[config.mk]
export PLATFORM = sky130hd
export DESIGN_NAME = ptr_reg_bank
export DESIGN_NICKNAME = d
export VERILOG_FILES = /design/src/rtl/ptr_reg_bank.sv
export SDC_FILE = /design/constraint.sdc
export NUM_CORES = 1
export LEC_CHECK = 0
export ABC_AREA = 1
export CORE_MARGIN = 8
export CORE_UTILIZATION = 56
export DETAILED_ROUTE_END_ITERATION = 16
export GPL_TIMING_DRIVEN = 0
export PLACE_DENSITY = 0.94
export SLEW_MARGIN = 20
export SYNTH_ARGS = -nofsm -noshare
export SYNTH_HDL_FRONTEND = slang
export SYNTH_SLANG_ARGS = --single-unit
[constraint.sdc]
create_clock -name clk -period 5.2 [get_ports clk]
set_input_delay 1.04 -clock clk [delete_from_list [all_inputs] [get_ports clk]]
set_output_delay 1.04 -clock clk [all_outputs]
set_load 0.01 [all_outputs]
[src/rtl/ptr_reg_bank.sv]
// Bank of index pointers with nibble-wise loading, low-field post-modify with sticky
// wrap flags, and a single-outstanding indirect memory write addressed by a pointer.
module ptr_reg_bank #(
  parameter int               NUM_PTRS = 3,
  parameter int               DATA_W   = 4,
  parameter int               PTR_W    = 12,
  parameter int               WRAP_W   = 8,
  parameter logic [PTR_W-1:0] SP_RESET = '0
) (
  input  logic                      clk,
  input  logic                      reset_n,
  input  logic                      fetch,
  input  logic                      write,
  input  logic                      nib_we,
  input  logic [2:0]                nib_sel,
  input  logic [2:0]                nib_pos,
  input  logic [DATA_W-1:0]         nib_data,
  input  logic                      inc_en,
  input  logic [2:0]                inc_sel,
  input  logic                      inc_dir,
  input  logic                      mem_req,
  input  logic [2:0]                mem_sel,
  input  logic                      mem_pre_dec,
  input  logic [DATA_W-1:0]         mem_data,
  input  logic                      mem_ack,
  input  logic [NUM_PTRS-1:0]       wrap_clr,
  output logic [NUM_PTRS*PTR_W-1:0] ptrs,
  output logic                      mem_write_en,
  output logic [PTR_W-1:0]          mem_addr,
  output logic [DATA_W-1:0]         mem_write_data,
  output logic                      mem_busy,
  output logic [NUM_PTRS-1:0]       wrap_flag,
  output logic                      req_err
);

  localparam int NIBS = PTR_W / DATA_W;

  logic [PTR_W-1:0]    ptr_q [NUM_PTRS];
  logic [PTR_W-1:0]    ptr_d [NUM_PTRS];
  logic [NUM_PTRS-1:0] wrap_q, wrap_d, wrap_set;
  logic                busy_q, busy_d;
  logic [PTR_W-1:0]    addr_q, addr_d;
  logic [DATA_W-1:0]   wdata_q, wdata_d;
  logic                err_q, err_d;

  logic              nib_ok, inc_ok, mem_ok;
  logic [PTR_W-1:0]  cur_ptr, sel_ptr;
  logic [WRAP_W-1:0] low_fld;

  assign nib_ok = (32'(nib_sel) < NUM_PTRS) && (32'(nib_pos) < NIBS);
  assign inc_ok = 32'(inc_sel) < NUM_PTRS;
  assign mem_ok = 32'(mem_sel) < NUM_PTRS;

  // Nibble load lands first, then the post-modify operates on the loaded value.
  always_comb begin
    wrap_set = '0;
    cur_ptr  = '0;
    low_fld  = '0;
    for (int i = 0; i < NUM_PTRS; i++) begin
      cur_ptr = ptr_q[i];
      if (write && nib_we && nib_ok && (32'(nib_sel) == i)) begin
        for (int k = 0; k < NIBS; k++) begin
          if (32'(nib_pos) == k) cur_ptr[k*DATA_W +: DATA_W] = nib_data;
        end
      end
      if (write && inc_en && inc_ok && (32'(inc_sel) == i)) begin
        low_fld = cur_ptr[WRAP_W-1:0];
        if (inc_dir) begin
          wrap_set[i] = (low_fld == '0);
          low_fld     = low_fld - WRAP_W'(1);
        end else begin
          wrap_set[i] = &low_fld;
          low_fld     = low_fld + WRAP_W'(1);
        end
        cur_ptr[WRAP_W-1:0] = low_fld;
      end
      ptr_d[i] = cur_ptr;
    end
  end

  assign wrap_d = wrap_set | (wrap_q & ~wrap_clr);

  // Address capture always sees the pointer value from before this edge's update.
  always_comb begin
    sel_ptr = '0;
    for (int i = 0; i < NUM_PTRS; i++) begin
      if (32'(mem_sel) == i) sel_ptr = ptr_q[i];
    end
    busy_d  = busy_q;
    addr_d  = addr_q;
    wdata_d = wdata_q;
    if (busy_q) begin
      if (mem_ack) busy_d = 1'b0;
    end else if (fetch && mem_req && mem_ok) begin
      busy_d  = 1'b1;
      addr_d  = sel_ptr;
      if (mem_pre_dec) addr_d[WRAP_W-1:0] = sel_ptr[WRAP_W-1:0] - WRAP_W'(1);
      wdata_d = mem_data;
    end
    err_d = (write && nib_we && !nib_ok)
          | (write && inc_en && !inc_ok)
          | (fetch && mem_req && (busy_q || !mem_ok));
  end

  always_ff @(posedge clk) begin
    if (!reset_n) begin
      for (int i = 0; i < NUM_PTRS; i++) begin
        ptr_q[i] <= (i == NUM_PTRS - 1) ? SP_RESET : '0;
      end
      wrap_q  <= '0;
      busy_q  <= 1'b0;
      addr_q  <= '0;
      wdata_q <= '0;
      err_q   <= 1'b0;
    end else begin
      ptr_q   <= ptr_d;
      wrap_q  <= wrap_d;
      busy_q  <= busy_d;
      addr_q  <= addr_d;
      wdata_q <= wdata_d;
      err_q   <= err_d;
    end
  end

  generate
    for (genvar gi = 0; gi < NUM_PTRS; gi++) begin : g_ptr_out
      assign ptrs[gi*PTR_W +: PTR_W] = ptr_q[gi];
    end
  endgenerate

  assign mem_write_en   = busy_q;
  assign mem_busy       = busy_q;
  assign mem_addr       = addr_q;
  assign mem_write_data = wdata_q;
  assign wrap_flag      = wrap_q;
  assign req_err        = err_q;

endmodule

==> results.cfg, run 1 <==
[outcome]
status = finished clean

[timing]
finClkSkew_ns = 0.01204
finalMaxSlewViolations = 0
tightest_slew_ns = 0.7537
setup_viol = 0
rsz0062_at_grt = no
finalWorstSetupSlack_ns = 1.410
layout_min_cycle_time_ns = 3.790
clock.fmax_mhz = 263.9
setup_tns_ns = 0
maxSlewHeadroom_pct = 49.75
fin_crit_sh_pct = 72.88
hold_violations = 0

[cts]
cts_setup_buffers = 0
cts_sinks = 57
clk_latency_ns = 0.35
cts_hold_buf = 0
cts_tree = yes
path_clk_slew_ns = 0.08
htreeDepth = 3
post_cts_resized = 0
ctsLongestPathBuffers = 2
root_buffer = clkbuf_8
cts_made_buffers = 9

[critical_path]
critPathCaptureType = flop
reg2reg_depth = 14
reg2reg_to = ptrs[5]$_SDFF_PN0_
cp-start-kind = input port
cp-startpoint = nib_pos[2]
crit_end = ptrs[5]$_SDFF_PN0_
rrSetupSlack_ns = 2.76
cp_data_required_time_ns = 5.44
path_max_fanout = 10
crit_type = input port to flop
rr_startpoint = ptrs[2]$_SDFF_PN0_
critPathArrivalTime_ns = 4.03

[floorplanning]
start_util_pct = 56.85
die-width_um = 103.6
fp.coreArea_um2 = 7567
die_h_um = 103.6
io_pins = 91
die-area_um2 = 10740
num_rows = 32

[logic_synthesis]
ys_ff_latch = 57
postSynthCellCount = 691
async_reset_ff_share_pct = 0
synth_seq_area_share_pct = 26.53
synth_top_family_by_area = simple AND/OR/NAND/NOR gates
synth_mux_area_share_pct = 0
syn_avg_cell_area_um2 = 6.225
synth_compound_area_share_pct = 20.13
ys_types = 36
ys.flop_type = dfxtp_1
yosys.area_share.simple_pct = 29.55
synth_warnings = 0
synth_fp_nets = 749
synth_fa_ha_area_share_pct = 7.795
synth-xor-area-share_pct = 3.461
synth_edf_count = 0
synth_area_um2 = 4302

[placement]
dpl_worst_slack_ns = 0.6828
port_buffers = 87
hpwl_um = 11160
dpl.cell_count = 880
gp_congestion = 0.9946

[global_routing]
antenna_found_initial = 0
grt_pass1_wl_um = 23400
grtUsageTotal_pct = 25.84
overflow = 0
grt_pass1_vias = 4815
grt_start_max_net_pins = 28

[layout]
areaGrowthSynthToFinish_pct = 28.36
drive_above_1_share_pct = 5.919
diodes = 0
stdcell_count = 896
final_nets = 847

[power]
power.switching_uw = 365.2
p_clk_share_pct = 40.9
ir_drop_v = 0.0001158
p_comb_share_pct = 20.6
p_int_uw = 824.0
leakagePower_nw = 2.856
p_per_area_nw_per_um2 = 215.4
swShare_pct = 30.71
power_frac_seq_pct = 38.5

[run]
cap_violations = 0

[routing]
wirelength_um = 14400
firstDrtPassIters = 6
drc = 0
routedWlPerCell_um = 16.07
drt_iter0_drc = 330
vias = 4981
ant_nets = 0
avgViaCountPerCell = 5.559

[hold_path]
hold_class = flop to flop
placed cells by master, fill, tap and decap left out, types with 4 or more instances in the layout:
| master | netlist | layout |
|---|---|---|
| dfxtp_1 | 57 | 57 |
| clkbuf_1 | 10 | 10 |
| nand3_1 | 45 | 45 |
| nand2_1 | 180 | 180 |
| clkdlybuf4s50_1 | 0 | 86 |
| xor2_1 | 10 | 10 |
| inv_1 | 114 | 114 |
| o21ai_1 | 6 | 6 |
| clkbuf_8 | 0 | 9 |
| xnor2_1 | 7 | 7 |
| o22ai_1 | 5 | 5 |
| a211oi_1 | 4 | 4 |
| nand2_2 | 7 | 7 |
| ha_1 | 22 | 22 |
| o21ai_0 | 68 | 68 |
| a21oi_1 | 61 | 61 |
| o21ai_2 | 5 | 5 |
| nor2_1 | 53 | 53 |
logic make-up (layout without fill, tap and decap cells):
| kind of cell | count (synthesis) | after routing |
|---|---|---|
| AND/OR/NAND/NOR | 298 | 298 |
| flip-flops | 57 | 57 |
| XOR/XNOR | 17 | 17 |
| AO/OA/AOI/OAI | 160 | 160 |
| adder cells (fa/ha/maj) | 25 | 25 |
| buffers and inverters | 134 | 237 |
critical path, stage by stage:
cell             delay (ns)
clkdlybuf4s50_1        0.51
nor2_1                 0.17
nand3_2                0.16
nor2_8                 0.21
buf_6                  0.18
nand3_1                0.09
nand2_1                0.19
inv_1                  0.07
ha_1                   0.35
a21oi_1                0.20
nor2_1                 0.07
a211oi_1               0.26
o21ai_2                0.13
xor2_1                 0.16
o21ai_0                0.18
inv_1                  0.06
metrics by stage:
step                utilization, %  cell area [µm²]  hold WS (ns)  power (mW)
global placement             70.04             5300        0.4564      0.6978
floorplan                        -             4302        0.4871      0.6103
finish                       72.97             5522        0.4683       1.189
global route                 72.97             5522        0.4867       1.232
detailed placement           70.04             5300        0.4626      0.7080
CTS                          73.03             5527        0.4726       1.184
worst min-delay path by stage:
| stage | startpoint | endpoint | slack [ns] | cells past startpoint |
|---|---|---|---|---|
| 5_1_grt | wrap_flag[1]$_SDFF_PN0_ | wrap_flag[1]$_SDFF_PN0_ | 0.49 | 2 |
| 6_report | wrap_flag[1]$_SDFF_PN0_ | wrap_flag[1]$_SDFF_PN0_ | 0.47 | 2 |
| 2_1_floorplan | wrap_flag[1]$_SDFF_PN0_ | wrap_flag[1]$_SDFF_PN0_ | 0.49 | 2 |
| 3_3_place_gp | wrap_flag[1]$_SDFF_PN0_ | wrap_flag[1]$_SDFF_PN0_ | 0.46 | 2 |
| 4_1_cts | wrap_flag[1]$_SDFF_PN0_ | wrap_flag[1]$_SDFF_PN0_ | 0.47 | 2 |
| 3_5_place_dp | wrap_flag[1]$_SDFF_PN0_ | wrap_flag[1]$_SDFF_PN0_ | 0.46 | 2 |
cell usage after synthesis, drive strengths merged, types with 3 or more instances:
| library cell | count | area (µm²) |
|---|---|---|
| clkbuf | 10 | 37.54 |
| buf | 8 | 66.31 |
| o21ai | 79 | 414.2 |
| xor2 | 10 | 87.58 |
| fa | 3 | 60.06 |
| xnor2 | 7 | 61.31 |
| nand2 | 190 | 753.2 |
| nor3 | 3 | 20.02 |
| dfxtp | 57 | 1141 |
| o22ai | 5 | 31.28 |
| ha | 22 | 275.3 |
| nor2 | 56 | 241.5 |
| inv | 114 | 427.9 |
| a211oi | 4 | 30.03 |
| nand3 | 46 | 235.2 |
| a21oi | 63 | 322.8 |
| o21a | 3 | 22.52 |
registers in the layout, indices dropped and copies added (netlist names):
name / count
req_err: 1
mem_write_data: 4
mem_addr: 12
mem_busy: 1
ptrs: 36
wrap_flag: 3
final cells by class:
class	count	area (µm²)
Tap cell	102	127.6
Fill cell	613	2046
Clock buffer	9	123.9
Inverter	116	435.4
Timing Repair Buffer	87	865.8
Buffer	18	103.9
Multi-Input combinational cell	500	2621
Sequential cell	57	1141
Clock inverter	7	102.6
layer usage:
metal  wire [µm]  track usage (%)  up-vias
met1        5847            30.02     2279
met2        6952            44.59      253
met4         478            12.07        0
li1            -                -     2405
met5           0                0        -
met3        1117            5.019       44
power groups by stage:
stage | logic [mW] | registers (mW) | clock network (mW)
finish | 0.244 | 0.458 | 0.486
detailed placement | 0.240 | 0.468 | 0
CTS | 0.242 | 0.458 | 0.484
floorplan | 0.138 | 0.472 | 0
global route | 0.270 | 0.460 | 0.502
global placement | 0.230 | 0.468 | 0
Note: power is estimated with default switching activity, not from simulation.
==> run 2: changes to the inputs <==
- CORE_UTILIZATION: 56 -> 52
- PLACE_DENSITY: 0.94 -> 0.88
- clock period: 5.2 -> 3.8 ns (I/O delays scaled with it)
==> run 2 against run 1 <==
Combinational power grew 37%. Core utilization decreased by 5.1 points. Sequential power grew 37%. Hold slack improved by 0.0044 ns. Via count decreased by 0.92%. Total power increased by 36%. Clock power is 35% higher. Cell count up 0.33%.
==> results.cfg, run 2 (same netlist as run 1, synthesis figures left out) <==
[outcome]
status = finished clean

[placement]
hpwl_um = 10960
dpl_worst_slack_ns = -0.5301
port_buffers = 87
gp_congestion = 0.9841
place_area_um2 = 5304

[routing]
drc = 0
wirelength_um = 13890
vias = 4935
drt_iter0_drc = 291
avgViaCountPerCell = 5.489
firstDrtPassIters = 5
routedWlPerCell_um = 15.45
ant_nets = 0

[critical_path]
critPathCaptureType = flop
cp-start-kind = input port
rrSetupSlack_ns = 1.41
critPathMaxStageDelay_ns = 0.58
reg2reg_to = ptrs[30]$_SDFF_PN0_
critPathArrivalTime_ns = 3.64
path_buf_inv = 4
crit_family = compound AO/OA/AOI/OAI gates
reg2reg_depth = 13
cp_data_required_time_ns = 4.05
path_max_fanout = 10
cp-startpoint = nib_pos[2]
crit_type = input port to flop
rr_startpoint = ptrs[26]$_SDFF_PN0_
slowest_stage = clkdlybuf4s50_1
crit_chain = clkdlybuf4s50_1 > nor2_4 > nand2_1 > buf_4 > nand2_1 > nand2_1 > inv_1 > o21ai_1 > inv_1 > ha_1 > nand2_1 > o21ai_0 > a21oi_1 > o21ai_0 > xnor2_1 > a21oi_1
crit_top_cell = nand2_1

[timing]
maxSlewHeadroom_pct = 51.54
rsz0062_at_grt = no
tightest_slew_ns = 0.7270
setup_viol = 0
finClkSkew_ns = 0.01313
finalWorstSetupSlack_ns = 0.4074
whs_ns = 0.4727
clock.fmax_mhz = 294.8
finalMaxSlewViolations = 0
setup_tns_ns = 0
hold_violations = 0
layout_min_cycle_time_ns = 3.393
fin_crit_sh_pct = 89.28

[floorplanning]
die-area_um2 = 11440
die-width_um = 107.0
die_h_um = 107.0
io_pins = 91
fp.coreArea_um2 = 8134
start_util_pct = 52.88
num_rows = 33

[power]
p_per_area_nw_per_um2 = 292.7
p_clk_share_pct = 40.6
swShare_pct = 30.28
p_int_mw = 1.127
power.switching_uw = 489.7
p_comb_share_pct = 20.6
ir_drop_v = 0.0001781
finalPower_mw = 1.617
power_frac_seq_pct = 38.8
leakagePower_nw = 2.853

[cts]
cts_tree = yes
root_buffer = clkbuf_8
path_clk_slew_ns = 0.08
htreeDepth = 3
cts_sinks = 57
cts_made_buffers = 9
ctsLongestPathBuffers = 2
cts_setup_buffers = 0
clk_latency_ns = 0.36

[global_routing]
top_usage_layer = met2
grtUsageTotal_pct = 24.22
grtUsageMet2_pct = 42.10
antenna_found_initial = 0
grt_pass1_vias = 4679
grt_start_max_net_pins = 28
met1_usage_pct = 28.18
grt_pass1_wl_um = 22650
overflow = 0
use_met3_pct = 4.619

[layout]
diodes = 0
final_nets = 847
final_cell_mix = 180 x nand2_1, 114 x inv_1, 86 x clkdlybuf4s50_1, 68 x o21ai_0, 61 x a21oi_1
mostFrequentLayoutCell = nand2_1
drive_above_1_share_pct = 5.919
fin_area_um2 = 5524
areaGrowthSynthToFinish_pct = 28.42
largest_reg_flops = 36

[run]
cap_violations = 0

[hold_path]
hold_end = wrap_flag[1]$_SDFF_PN0_
hp-start = wrap_flag[1]$_SDFF_PN0_
hold_class = flop to flop
whs_path_depth = 2
run 2: through the flow:
stage          util (%)  instances
2_1_floorplan         -        691
3_3_place_gp      65.21        883
3_5_place_dp      65.21        883
4_1_cts           67.96        899
5_1_grt           67.91        899
6_report          67.91        899
run 2: cell type report:
| cell class | count | area [µm²] |
|---|---|---|
| sequential | 57 | 1141 |
| multi-input combinational | 500 | 2621 |
| inverter | 116 | 435.4 |
| fill | 712 | 2610 |
| tap | 105 | 131.4 |
| buffer | 18 | 103.9 |
| timing repair buffer | 87 | 865.8 |
| clock inverter | 7 | 101.3 |
| clock buffer | 9 | 123.9 |
run 2: what timing repair did:
item / in CTS / in global routing
setup endpoints to repair: 2 / 0
gates resized for setup: 1 / 0
hold buffers: 0 / 0
run 2: how the worst max path moves through the flow:
stage	endpoint	slack [ns]	depth (start not counted)
floorplan	ptrs[5]$_SDFF_PN0_	0.90	16
global placement	ptrs[18]$_SDFF_PN0_	-0.26	8
global route	ptrs[31]$_SDFF_PN0_	0.14	18
CTS	ptrs[30]$_SDFF_PN0_	0.13	8
finish	ptrs[30]$_SDFF_PN0_	0.41	16
detailed placement	ptrs[30]$_SDFF_PN0_	-0.53	8
run 2: power by group through the flow:
stage	Sequential, mW	Clock [mW]	Combinational [mW]
after floorplan	0.646	0	0.189
after global placement	0.640	0	0.315
after detailed placement	0.640	0	0.328
after CTS	0.627	0.659	0.331
after global routing	0.629	0.689	0.369
final	0.627	0.656	0.334
run 2: worst reg2reg max path, delay by kind of cell, from the launching register on:
family	cells	cell delay, ns
AOI/OAI and AO/OA	5	1.03
adders and majority gates	1	0.35
buffers and inverters	3	0.21
DFF	1	0.35
xor gates and xnor gates	1	0.16
and+or+nand+nor	3	0.18
run 2: per-layer routing:
metal | part of all wire [%] | vias to the layer above | wire length [µm]
li1 | - | 2409 | -
met1 | 41 | 2293 | 5747
met2 | 49 | 199 | 6798
met3 | 7.1 | 34 | 985
met4 | 2.5 | 0 | 354
met5 | 0 | - | 0
